===== config.mk =====
export PLATFORM = sky130hd
export DESIGN_NAME = branch_predict_unit
export DESIGN_NICKNAME = d
export VERILOG_FILES = /design/src/rtl/branch_predict_unit.sv
export SDC_FILE = /design/constraint.sdc
export NUM_CORES = 1
export LEC_CHECK = 0
export ABC_AREA = 1
export CELL_PAD_IN_SITES_DETAIL_PLACEMENT = 0
export CELL_PAD_IN_SITES_GLOBAL_PLACEMENT = 1
export CORE_AREA = 10 10 174 144
export DETAILED_ROUTE_END_ITERATION = 10
export DIE_AREA = 0 0 184 154
export HOLD_SLACK_MARGIN = 0.02
export PLACE_DENSITY = 0.9
export SYNTH_ARGS = -nofsm -noshare
export SYNTH_HDL_FRONTEND = slang
export SYNTH_SLANG_ARGS = --single-unit

===== constraint.sdc =====
create_clock -name clk -period 5.2 [get_ports clk]
set_input_delay 1.04 -clock clk [delete_from_list [all_inputs] [get_ports clk]]
set_output_delay 1.04 -clock clk [all_outputs]
set_load 0.005 [all_outputs]

===== src/rtl/branch_predict_unit.sv =====
// Execute-stage branch resolver with a direct-mapped table of saturating counters
// for fetch-time prediction. Define BRANCH_STATS_EN to add update/mispredict counters.
module branch_predict_unit #(
   parameter int DATA_WIDTH  = 32,
   parameter int ADDR_WIDTH  = 32,
   parameter int BHT_ENTRIES = 64,
   parameter int CTR_BITS    = 2
) (
   input  logic                  clk,
   input  logic                  rst_n,
   input  logic [ADDR_WIDTH-1:0] pc_if,
   output logic                  predict_taken,
   input  logic                  Branch,
   input  logic [2:0]            branchType,
   input  logic [DATA_WIDTH-1:0] rs1_data,
   input  logic [DATA_WIDTH-1:0] rs2_data,
   input  logic [ADDR_WIDTH-1:0] pc_ex,
   input  logic                  predicted_taken_ex,
   input  logic                  stall_ex,
   output logic                  branch_taken,
   output logic                  mispredict,
`ifdef BRANCH_STATS_EN
   output logic [31:0]           stat_branches,
   output logic [31:0]           stat_mispredicts,
`endif
   output logic                  illegal_branch
);

   localparam int IDX = $clog2(BHT_ENTRIES);
   localparam logic [CTR_BITS-1:0] CTR_MAX  = '1;
   // weakly-not-taken: MSB clear, all lower bits set
   localparam logic [CTR_BITS-1:0] CTR_INIT = CTR_BITS'((1 << (CTR_BITS - 1)) - 1);

   localparam logic [2:0] F3_BEQ  = 3'b000;
   localparam logic [2:0] F3_BNE  = 3'b001;
   localparam logic [2:0] F3_BLT  = 3'b100;
   localparam logic [2:0] F3_BGE  = 3'b101;
   localparam logic [2:0] F3_BLTU = 3'b110;
   localparam logic [2:0] F3_BGEU = 3'b111;

   logic [CTR_BITS-1:0] bht [BHT_ENTRIES];

   logic [IDX-1:0]      lookup_idx;
   logic [IDX-1:0]      update_idx;
   logic [CTR_BITS-1:0] ctr_cur;
   logic [CTR_BITS-1:0] ctr_next;
   logic                type_valid;
   logic                cond_taken;
   logic                eq;
   logic                lt_s;
   logic                lt_u;
   logic                do_update;
   logic                unused_pc_bits;

   assign lookup_idx = pc_if[IDX+1:2];
   assign update_idx = pc_ex[IDX+1:2];

   // lookup reads the registered table only, so a same-cycle update is not bypassed
   assign predict_taken = bht[lookup_idx][CTR_BITS-1];

   assign eq   = (rs1_data == rs2_data);
   assign lt_s = ($signed(rs1_data) < $signed(rs2_data));
   assign lt_u = (rs1_data < rs2_data);

   always_comb begin
      cond_taken = 1'b0;
      type_valid = 1'b1;
      case (branchType)
         F3_BEQ:  cond_taken = eq;
         F3_BNE:  cond_taken = !eq;
         F3_BLT:  cond_taken = lt_s;
         F3_BGE:  cond_taken = !lt_s;
         F3_BLTU: cond_taken = lt_u;
         F3_BGEU: cond_taken = !lt_u;
         default: type_valid = 1'b0;
      endcase
   end

   assign branch_taken   = Branch && type_valid && cond_taken;
   assign illegal_branch = Branch && !type_valid;
   assign mispredict     = Branch && type_valid && (cond_taken != predicted_taken_ex);
   assign do_update      = Branch && type_valid && !stall_ex;

   always_comb begin
      ctr_cur  = bht[update_idx];
      ctr_next = ctr_cur;
      if (cond_taken) begin
         if (ctr_cur != CTR_MAX) ctr_next = ctr_cur + 1'b1;
      end else begin
         if (ctr_cur != '0) ctr_next = ctr_cur - 1'b1;
      end
   end

   always_ff @(posedge clk or negedge rst_n) begin
      if (!rst_n) begin
         for (int i = 0; i < BHT_ENTRIES; i++) bht[i] <= CTR_INIT;
      end else if (do_update) begin
         bht[update_idx] <= ctr_next;
      end
   end

`ifdef BRANCH_STATS_EN
   always_ff @(posedge clk or negedge rst_n) begin
      if (!rst_n) begin
         stat_branches    <= '0;
         stat_mispredicts <= '0;
      end else if (do_update) begin
         stat_branches <= stat_branches + 32'd1;
         if (mispredict) stat_mispredicts <= stat_mispredicts + 32'd1;
      end
   end
`endif

   assign unused_pc_bits = ^{pc_if[ADDR_WIDTH-1:IDX+2], pc_if[1:0],
                             pc_ex[ADDR_WIDTH-1:IDX+2], pc_ex[1:0]};

endmodule


==> results.txt, run 1 <==
Largest net degree at the start of global routing: 71
Mapped Area: 8670 sq um
Critical path type: input pin to output pin
Worst setup SP type: input pin
Vias in the first global route: 8106
Starting density of the core: 40.6%
CP max stage delay: 0.54 ns
Row count: 48
Postcts setup bufs: 0
Router iterations before antenna repair: 5
RSZ-0062 raised after global routing: false
Post-synth EDFFs: 0
IO Pins: 140
Yosys cell types: 36
Status: finished, final reports clean
Max cap viols: 0
Net Count, Synth: 1479
Cell taking the most area after synthesis: nand2_1
Die area: 28300 sq um
Top reg by flops: bht
Net count, final: 1554
Worst hold path class: flop to flop
Final instance area: 10300 sq um
# setup viols final: 0
CP Buf/Inv Count: 5
Total clock sinks: 128
Yosys synthesis warning count: 0
Grt ovf: 0
Top delay family on crit path: simple AND/OR/NAND/NOR gates
Global-route wire length before repair: 44.9 mm
Detail Route Antenna Nets: 0
Worst setup EP type: output pin
Synth area leaders: nand2_1, dfstp_2, dfrtp_1, inv_1, ha_1
Register-to-Register Path Depth: 13
Hold Path Origin: bht[114]
Non-filler instance count after layout: 1674
Initial drt markers: 858
#FFs+latches synth: 128
GRT Overall Usage: 20.2%
Worst Clk Skew: 0.00970 ns
Area growth syn-to-layout: 19.2%
# diodes: 0
Tmin final: 4.82 ns
Worst vdd rail ir drop: 0.179 mV
Most common cell on crit path: nand2_1
Depth of the CTS H-tree: 4
Dpl cell area: 9740 sq um
CTS hold repair buffers: 0
Worst hold path depth: 2
Total vias in the final route: 8650
Fillcell total: 2168
Core area: 21400 sq um
Drt total wl: 28.2 mm
Final Hold Vio Count: 0
Clock Tree Buf Depth: 2
Worst hold path endpoint: bht[114]
Final Cycle Share: 92.7%
CTS root buf: clkbuf_16
Final Core Density: 48.3%
Power density over the cells: 261 nW/um^2
Worst-path cell chain: clkdlybuf4s50_1 -> inv_1 -> ha_1 -> nand2_1 -> nor2_1 -> nand2_1 -> nor2_1 -> nand2_1 -> nand2_1 -> o21ai_0 -> inv_1 -> nand2_1 -> nor2_2 -> nand3_1 -> nand2_1 -> inv_1 -> nor2_1 -> clkdlybuf4s50_1
TritonCTS clock tree: yes
R2R Setup Slk: 2.74 ns
CTS Buf Count: 17
Leak pwr: 0.00488 uW
Die Wd: 184 um
Slowest cell on crit path: clkdlybuf4s50_1
Layout cells sized above 1: 9.79%
Design Power: 2700 uW
Yosys top cell area share: 24.1%
Commonest cells post-synth: nand2_1, inv_1, nor2_1
Reg2reg end: bht[97]
IO buf count: 87
Actual slew at the worst max-slew pin: 0.992 ns
Slew Limit Fails: 0
Count leader, synth: nand2_1
Mean post-synth cell area: 6.61 sq um
Sequential cell area fraction in the yosys report: 37.9%
Worst EP required: 4.16 ns
Cells after Synth: 1311
Prevailing post-synth register cell: dfstp_2
Launch point of the worst reg-to-reg path: bht[28]
Die height: 154 um
Arr. time, crit path: 3.78 ns
Setup tns final: 0 ns
DR vias/cell: 5.17
Wirelength per Cell: 16.9 um
Post-DP HPWL: 19.1 mm
Post-CTS Resized: 0
Biggest regs: bht (128)
Fraction of registers with async set or reset after synthesis: 100%
Fmax: 207 MHz
CTS clk-pin slew, worst paths: 0.06 ns
Initial antenna violation count: 0
# placed instances: 1642
Clk Latency, worst-skew pair: 0.43 ns
# DRC: 0
CP max FO: 4
Worst slew margin: 33.9%
Gpl congestion: 0.939
Max reg flops: 128
[worst register-to-register path: stages, from the launching register on]
cell	delay, ns
dfstp_2	0.37
nand2_1	0.06
a21oi_1	0.07
o21ai_1	0.36
nand2_1	0.11
nand2_1	0.07
nand2_1	0.05
nor2_1	0.10
nand2_1	0.13
nand2_2	0.11
nand4_4	0.38
buf_12	0.36
nand3_1	0.13
nand2_1	0.06
[metal layers]
metal	vias to the layer above	GRT usage (%)	wire length, um
met3	36	3.63	2030
li1	4265	-	-
met1	4056	27.9	12800
met5	-	0	0
met4	0	4.25	349
met2	293	32.0	13000
[stage by stage]
| stage | hold WS (ns) | setup WS [ns] |
|---|---|---|
| finish | 0.465 | 0.380 |
| global route | 0.476 | 0.0988 |
| CTS | 0.467 | 0.296 |
| detailed placement | 0.456 | 0.305 |
| global placement | 0.453 | 0.300 |
| floorplan | 0.447 | 1.58 |
[final cells by class]
class | count | area, sq um | share of cell area [%]
Clock inverter | 8 | 106 | 1.03
Tap cell | 275 | 344 | 3.33
Clock buffer | 24 | 482 | 4.66
Timing Repair Buffer | 108 | 1070 | 10.4
Sequential cell | 128 | 3280 | 31.8
Inverter | 172 | 646 | 6.25
Multi-Input combinational cell | 959 | 4400 | 42.6
[worst max-delay path by stage]
| stage | start | end | slack, ns | cells past startpoint |
|---|---|---|---|---|
| 2_1_floorplan | rs2_data[31] | mispredict | 1.58 | 16 |
| 3_3_place_gp | rs2_data[31] | mispredict | 0.30 | 18 |
| 3_5_place_dp | rs2_data[31] | mispredict | 0.31 | 18 |
| 4_1_cts | rs2_data[31] | mispredict | 0.30 | 18 |
| 5_1_grt | rs2_data[23] | mispredict | 0.1 | 18 |
| 6_report | rs2_data[31] | mispredict | 0.38 | 18 |
[power by group]
group / internal [uW] / switching, uW
Combinational: 150 / 268
Clock: 744 / 470
Sequential: 1050 / 17.5
[placed cells by master (no fill, tap or decap), drive strengths merged]
cell type        n
o21ai           62
o211ai           1
a21o             1
bufinv           2
o311ai           5
ha              32
o221ai           8
clkbuf          24
a21oi           56
a22oi            2
dfstp           64
a211oi           6
a32oi            1
dfrtp           64
nor2            95
o21a             1
a221oi           1
nand3b           1
nand2          560
nand4            3
clkinvlp         5
clkinv           2
nand3           84
clkdlybuf4s50   85
or2              1
o22ai            1
nor3            38
buf             23
inv            171
[kinds of logic after synthesis]
group                      after synthesis  share of synthesized area [%]
and+or+nand+nor                        782                           36.8
buffers and inverters                  224                           11.4
AOI/OAI and AO/OA                      145                           9.35
DFF                                    128                           37.9
adders and majority gates               32                           4.62
No activity file was read; power rests on OpenSTA's default activity.
==> inputs of run 2 (changes only) <==
--- a/config.mk
+++ b/config.mk
@@ -8,11 +8,12 @@
 export ABC_AREA = 1
 export CELL_PAD_IN_SITES_DETAIL_PLACEMENT = 0
 export CELL_PAD_IN_SITES_GLOBAL_PLACEMENT = 1
-export CORE_AREA = 10 10 174 144
+export CORE_AREA = 10 10 176 145
 export DETAILED_ROUTE_END_ITERATION = 10
-export DIE_AREA = 0 0 184 154
+export DIE_AREA = 0 0 186 155
 export HOLD_SLACK_MARGIN = 0.02
-export PLACE_DENSITY = 0.9
+export PLACE_DENSITY = 0.88
+export SKIP_CTS_REPAIR_TIMING = 1
 export SYNTH_ARGS = -nofsm -noshare
 export SYNTH_HDL_FRONTEND = slang
 export SYNTH_SLANG_ARGS = --single-unit
==> constraint.sdc (replaced) <==
create_clock -name clk -period 5.77 [get_ports clk]
set_input_delay 1.154 -clock clk [delete_from_list [all_inputs] [get_ports clk]]
set_output_delay 1.154 -clock clk [all_outputs]
set_load 0.005 [all_outputs]
==> results.txt, run 2 (same netlist as run 1, synthesis figures left out) <==
Status: finished, final reports clean
Worst-path cell chain: clkdlybuf4s50_1 -> inv_1 -> ha_1 -> nand2_1 -> nor2_1 -> nand2_1 -> nor2_1 -> nand2_1 -> nand2_1 -> o21ai_0 -> inv_1 -> nand2_1 -> nor2_1 -> nand3_1 -> nand2_1 -> inv_1 -> nor2_1 -> clkdlybuf4s50_1
Worst hold path class: flop to flop
Row count: 49 (+2.1%)
Core area: 22100 sq um (+3.2%)
Final Hold Vio Count: 0 (unchanged)
Clock Tree Buf Depth: 2 (unchanged)
GRT Overall Usage: 19.9% (-0.27 points)
Final Core Density: 46.8% (-1.6 points)
Wirelength per Cell: 17.0 um (+0.69%)
Non-filler instance count after layout: 1679 (+0.30%)
Leak pwr: 0.00488 uW (about the same)
Actual slew at the worst max-slew pin: 1.11 ns (+0.117 ns)
Commonest cells after routing, fill and taps aside: nand2_1, inv_1, nor2_1, clkdlybuf4s50_1, nand3_1
Slew Limit Fails: 0 (unchanged)
CTS Buf Count: 17 (unchanged)
# setup viols final: 0 (unchanged)
Arr. time, crit path: 3.91 ns (+0.13 ns)
Layout cells sized above 1: 9.94% (+0.14 points)
Largest net degree at the start of global routing: 85 (+20%)
Slowest cell on crit path: clkdlybuf4s50_1
Die Wd: 186 um (+1.1%)
Tmin final: 5.07 ns
# diodes: 0 (unchanged)
Fillcell total: 2246 (+3.6%)
Total clock sinks: 128 (unchanged)
Clk Latency, worst-skew pair: 0.43 ns (about the same)
Initial antenna violation count: 0 (unchanged)
Global-route wire length before repair: 44.9 mm (about the same)
Drt total wl: 28.5 mm (+0.99%)
Area growth syn-to-layout: 19.0%
IO Pins: 140 (unchanged)
CP Launch Point: rs2_data[31]
RSZ-0062 raised after global routing: false
IO buf count: 87 (unchanged)
Top reg by flops: bht
Final Cycle Share: 87.8%
Biggest regs: bht (128)
Die area: 28800 sq um (+1.7%)
Worst Clk Skew: 0.00899 ns (-0.000702 ns)
Critical path type: input pin to output pin
Worst EP required: 4.62 ns (+0.46 ns)
DR vias/cell: 5.09 (-1.5%)
CTS root buf: clkbuf_16
Most common cell on crit path: nand2_1
Initial drt markers: 759 (-12%)
Router iterations before antenna repair: 6 (+1)
Hold Slack: 0.465 ns (-0.000246 ns)
Net count, final: 1554 (unchanged)
Setup tns final: 0 ns (unchanged)
Max reg flops: 128 (unchanged)
TritonCTS clock tree: yes
Pre-CTS WS: 0.688 ns (+0.383 ns)
CTS clk-pin slew, worst paths: 0.06 ns (about the same)
Vias in the first global route: 8202 (+1.2%)
# DRC: 0 (unchanged)
Launch point of the worst reg-to-reg path: bht[77]
Most common cell after layout, fill and taps aside: nand2_1
Worst setup EP type: output pin
Grt ovf: 0 (unchanged)
Max cap viols: 0 (unchanged)
Gpl congestion: 0.920 (-2.1%)
Die height: 155 um (+0.65%)
Worst setup SP type: input pin
Detail Route Antenna Nets: 0 (unchanged)
Hold Path Origin: bht[48]
Total vias in the final route: 8545 (-1.2%)
Worst vdd rail ir drop: 0.200 mV (+11%)
CP max stage delay: 0.53 ns (about the same)
# placed instances: 1647 (+0.30%)
Depth of the CTS H-tree: 4 (unchanged)
Starting density of the core: 39.3% (-1.3 points)
Final WS setup: 0.702 ns (+0.321 ns)
Worst slew margin: 26.1% (-7.8 points)
CP max FO: 4 (unchanged)
Power density over the cells: 236 nW/um^2 (-9.8%)
Post-DP HPWL: 19.3 mm (+0.65%)
Fmax: 197 MHz
## run 2: power by group
group	internal, uW	switching, uW
clock	652	448
sequential	945	16.1
combinational	130	239
total	1730	704
## run 2: worst max-delay path, delay by kind of cell
family                   cells  cell delay, ns
AO/OA/AOI/OAI                1            0.07
adder cells (fa/ha/maj)      1            0.31
AND/OR/NAND/NOR             11            1.27
buffers and inverters        5            1.12
## run 2: layout make-up
cell class	count	area (sq um)	area share, %
multi-input cells	959	4400	42.6
repair buffers	108	1050	10.1
flip-flops and latches	128	3280	31.8
clock inverters	14	158	1.53
clock buffers	18	439	4.26
well taps	280	350	3.39
inverters	172	646	6.26
## run 2: final timing paths
path | end | slack [ns] | cells after the start
worst max-delay path | mispredict | 0.70 | 18
worst min-delay path | bht[48] | 0.46 | 2
worst max register to register | bht[105] | 3.03 | 15
worst min register to register | bht[48] | 0.46 | 2
max in group asynchronous | bht[39] | 3.54 | 2
min in group asynchronous | bht[35] | 0.94 | 1
## run 2: per-layer routing
metal | GRT usage (%) | part of all wire, % | vias up
met5 | 0 | 0 | -
met4 | 5.06 | 1.5 | 0
met3 | 4.35 | 7.5 | 35
met2 | 31.5 | 46 | 285
met1 | 26.8 | 45 | 3968
li1 | - | - | 4257
## run 2: metrics by stage
| stage | power [uW] | area, sq um |
|---|---|---|
| final | 2430 | 10300 |
| after floorplan | 1190 | 8670 |
| after global routing | 2520 | 10300 |
| after detailed placement | 1340 | 9720 |
| after global placement | 1340 | 9720 |
| after CTS | 2440 | 10300 |
==> inputs of run 3 (changes only) <==
--- a/config.mk
+++ b/config.mk
@@ -8,9 +8,9 @@
 export ABC_AREA = 1
 export CELL_PAD_IN_SITES_DETAIL_PLACEMENT = 0
 export CELL_PAD_IN_SITES_GLOBAL_PLACEMENT = 1
-export CORE_AREA = 10 10 176 145
+export CORE_AREA = 3 3 169 138
 export DETAILED_ROUTE_END_ITERATION = 10
-export DIE_AREA = 0 0 186 155
+export DIE_AREA = 0 0 172 141
 export HOLD_SLACK_MARGIN = 0.02
 export PLACE_DENSITY = 0.88
 export SKIP_CTS_REPAIR_TIMING = 1
==> results.txt, run 3 (same netlist as run 1, synthesis figures left out) <==
Status: finished, final reports clean
Launch point of the worst reg-to-reg path: bht[25]
Core area: 21600 sq um (-2.0%)
Final Cycle Share: 87.7% (-0.10 points)
Vias in the first global route: 8031 (-2.1%)
Area growth syn-to-layout: 19.2%
Detail Route Antenna Nets: 0 (unchanged)
Final WS setup: 0.708 ns (+0.00582 ns)
Design Power: 2530 uW (+4.0%)
Worst EP required: 4.62 ns (about the same)
Net count, final: 1553 (-0.064%)
Most common cell on crit path: nand2_1
Power share of the sequential group: 38.0% (-1.5 points)
Die area: 24300 sq um (-16%)
P_sw: 708 uW (+0.60%)
Max reg flops: 128 (unchanged)
Layout cells sized above 1: 9.87% (-0.064 points)
Initial drt markers: 792 (+4.3%)
Worst vdd rail ir drop: 0.183 mV (-8.2%)
Total vias in the final route: 8623 (+0.91%)
Power density over the cells: 244 nW/um^2 (+3.8%)
Worst hold path depth: 2 (unchanged)
Commonest cells after routing, fill and taps aside: nand2_1, inv_1, nor2_1, clkdlybuf4s50_1, nand3_1
Final instance area: 10300 sq um (+0.19%)
Largest net degree at the start of global routing: 87 (+2.4%)
Slew Limit Fails: 0 (unchanged)
Router iterations before antenna repair: 6 (unchanged)
Logic pwr share: 14.7% (-0.5 points)
CP max stage delay: 0.53 ns (about the same)
Gpl congestion: 0.878 (-4.5%)
Die height: 141 um (-9.0%)
Worst hold path endpoint: bht[26]
IO buf count: 87 (unchanged)
Hold Path Origin: bht[26]
Tmin final: 5.06 ns (-0.00582 ns)
Clock Tree Buf Depth: 2 (unchanged)
CTS Buf Count: 17 (unchanged)
DR vias/cell: 5.15 (+1.3%)
Fmax: 198 MHz (+0.12%)
Row count: 48 (-2.0%)
Die Wd: 172 um (-7.5%)
Reg2reg end: bht[39]
Clk pwr share: 47.3% (+2.0 points)
Worst Clk Skew: 0.0135 ns (+0.00446 ns)
Net Sw Frac: 28.0% (-0.93 points)
Worst setup EP type: output pin
Clk Latency, worst-skew pair: 0.44 ns (about the same)
Pre-CTS WS: 0.666 ns (-0.0222 ns)
# setup viols final: 0 (unchanged)
Worst setup SP type: input pin
Drt total wl: 28.4 mm (-0.24%)
R2R Setup Slk: 3.08 ns (+0.05 ns)
CTS root buf: clkbuf_16
Actual slew at the worst max-slew pin: 0.834 ns (-0.274 ns)
TritonCTS clock tree: yes
Worst slew margin: 44.4% (+18 points)
Max cap viols: 0 (unchanged)
# DRC: 0 (unchanged)
Worst hold path class: flop to flop
Int Pwr: 1820 uW (+5.3%)
RSZ-0062 raised after global routing: false
Register-to-Register Path Depth: 13 (-2)
Most common cell after layout, fill and taps aside: nand2_1
Critical path type: input pin to output pin
Final Hold Vio Count: 0 (unchanged)
Dpl cell area: 9700 sq um (-0.23%)
Leak pwr: 0.00489 uW (+0.22%)
CP max FO: 4 (unchanged)
Total clock sinks: 128 (unchanged)
Arr. time, crit path: 3.91 ns (about the same)
Initial antenna violation count: 0 (unchanged)
IO Pins: 140 (unchanged)
Grt ovf: 0 (unchanged)
GRT Overall Usage: 23.8% (+3.9 points)
# diodes: 0 (unchanged)
Slowest cell on crit path: clkdlybuf4s50_1
Setup tns final: 0 ns (unchanged)
Top reg by flops: bht
Depth of the CTS H-tree: 4 (unchanged)
Post-DP HPWL: 18.9 mm (-1.9%)
Biggest regs: bht (128)
Wirelength per Cell: 17.0 um (+0.12%)
Global-route wire length before repair: 44.9 mm (-0.14%)
Starting density of the core: 40.1% (+0.82 points)
Worst-path cell chain: clkdlybuf4s50_1 -> inv_1 -> ha_1 -> nand2_1 -> nor2_1 -> nand2_1 -> nor2_1 -> nand2_1 -> nand2_1 -> o21ai_0 -> inv_1 -> nand2_1 -> nor2_1 -> nand3_1 -> nand2_1 -> inv_1 -> nor2_1 -> clkdlybuf4s50_1
CTS clk-pin slew, worst paths: 0.06 ns (about the same)
==> run 3: worst max path at each step <==
stage / start / end / slack [ns] / depth (start not counted)
2_1_floorplan: rs2_data[31] / mispredict / 1.93 / 16
3_3_place_gp: rs2_data[31] / mispredict / 0.66 / 18
3_5_place_dp: rs2_data[31] / mispredict / 0.67 / 18
4_1_cts: rs2_data[31] / mispredict / 0.66 / 18
5_1_grt: rs2_data[31] / mispredict / 0.27 / 18
6_report: rs2_data[31] / mispredict / 0.71 / 18
==> run 3: power by group through the flow <==
stage          registers [uW]  clock network (uW)  logic (uW)
6_report                  961                1200         371
5_1_grt                   964                1240         409
4_1_cts                   961                1200         370
3_5_place_dp              975                   0         369
3_3_place_gp              975                   0         364
2_1_floorplan             970                   0         216
==> run 3: metal layers <==
layer	wire [um]	track usage, %	vias to the layer above
met5	0	0	-
met4	453	5.59	0
met3	2370	5.69	41
met2	12700	36.4	312
met1	12900	34.2	4017
li1	-	-	4253
==> run 3: per-stage QoR <==
step	util, %	instances	hold WS, ns
after CTS	47.8	1673	0.466
after floorplan	-	1311	0.447
after global routing	47.8	1673	0.475
after global placement	44.9	1641	0.454
final	47.8	1673	0.464
after detailed placement	44.9	1641	0.455
==> run 3: area by class of cell <==
cell class	instances	area, sq um
fillers	2168	11300
inverters	172	646
repair buffers	107	1030
clock buffers	19	453
well taps	275	344
flip-flops and latches	128	3280
multi-input cells	959	4400
clock inverters	13	186
==> run 3: critical path: cells and delay by family <==
family	cells	cell delay, ns
AOI/OAI and AO/OA	1	0.07
and+or+nand+nor	11	1.24
adders and majority gates	1	0.32
buffers and inverters	5	1.12
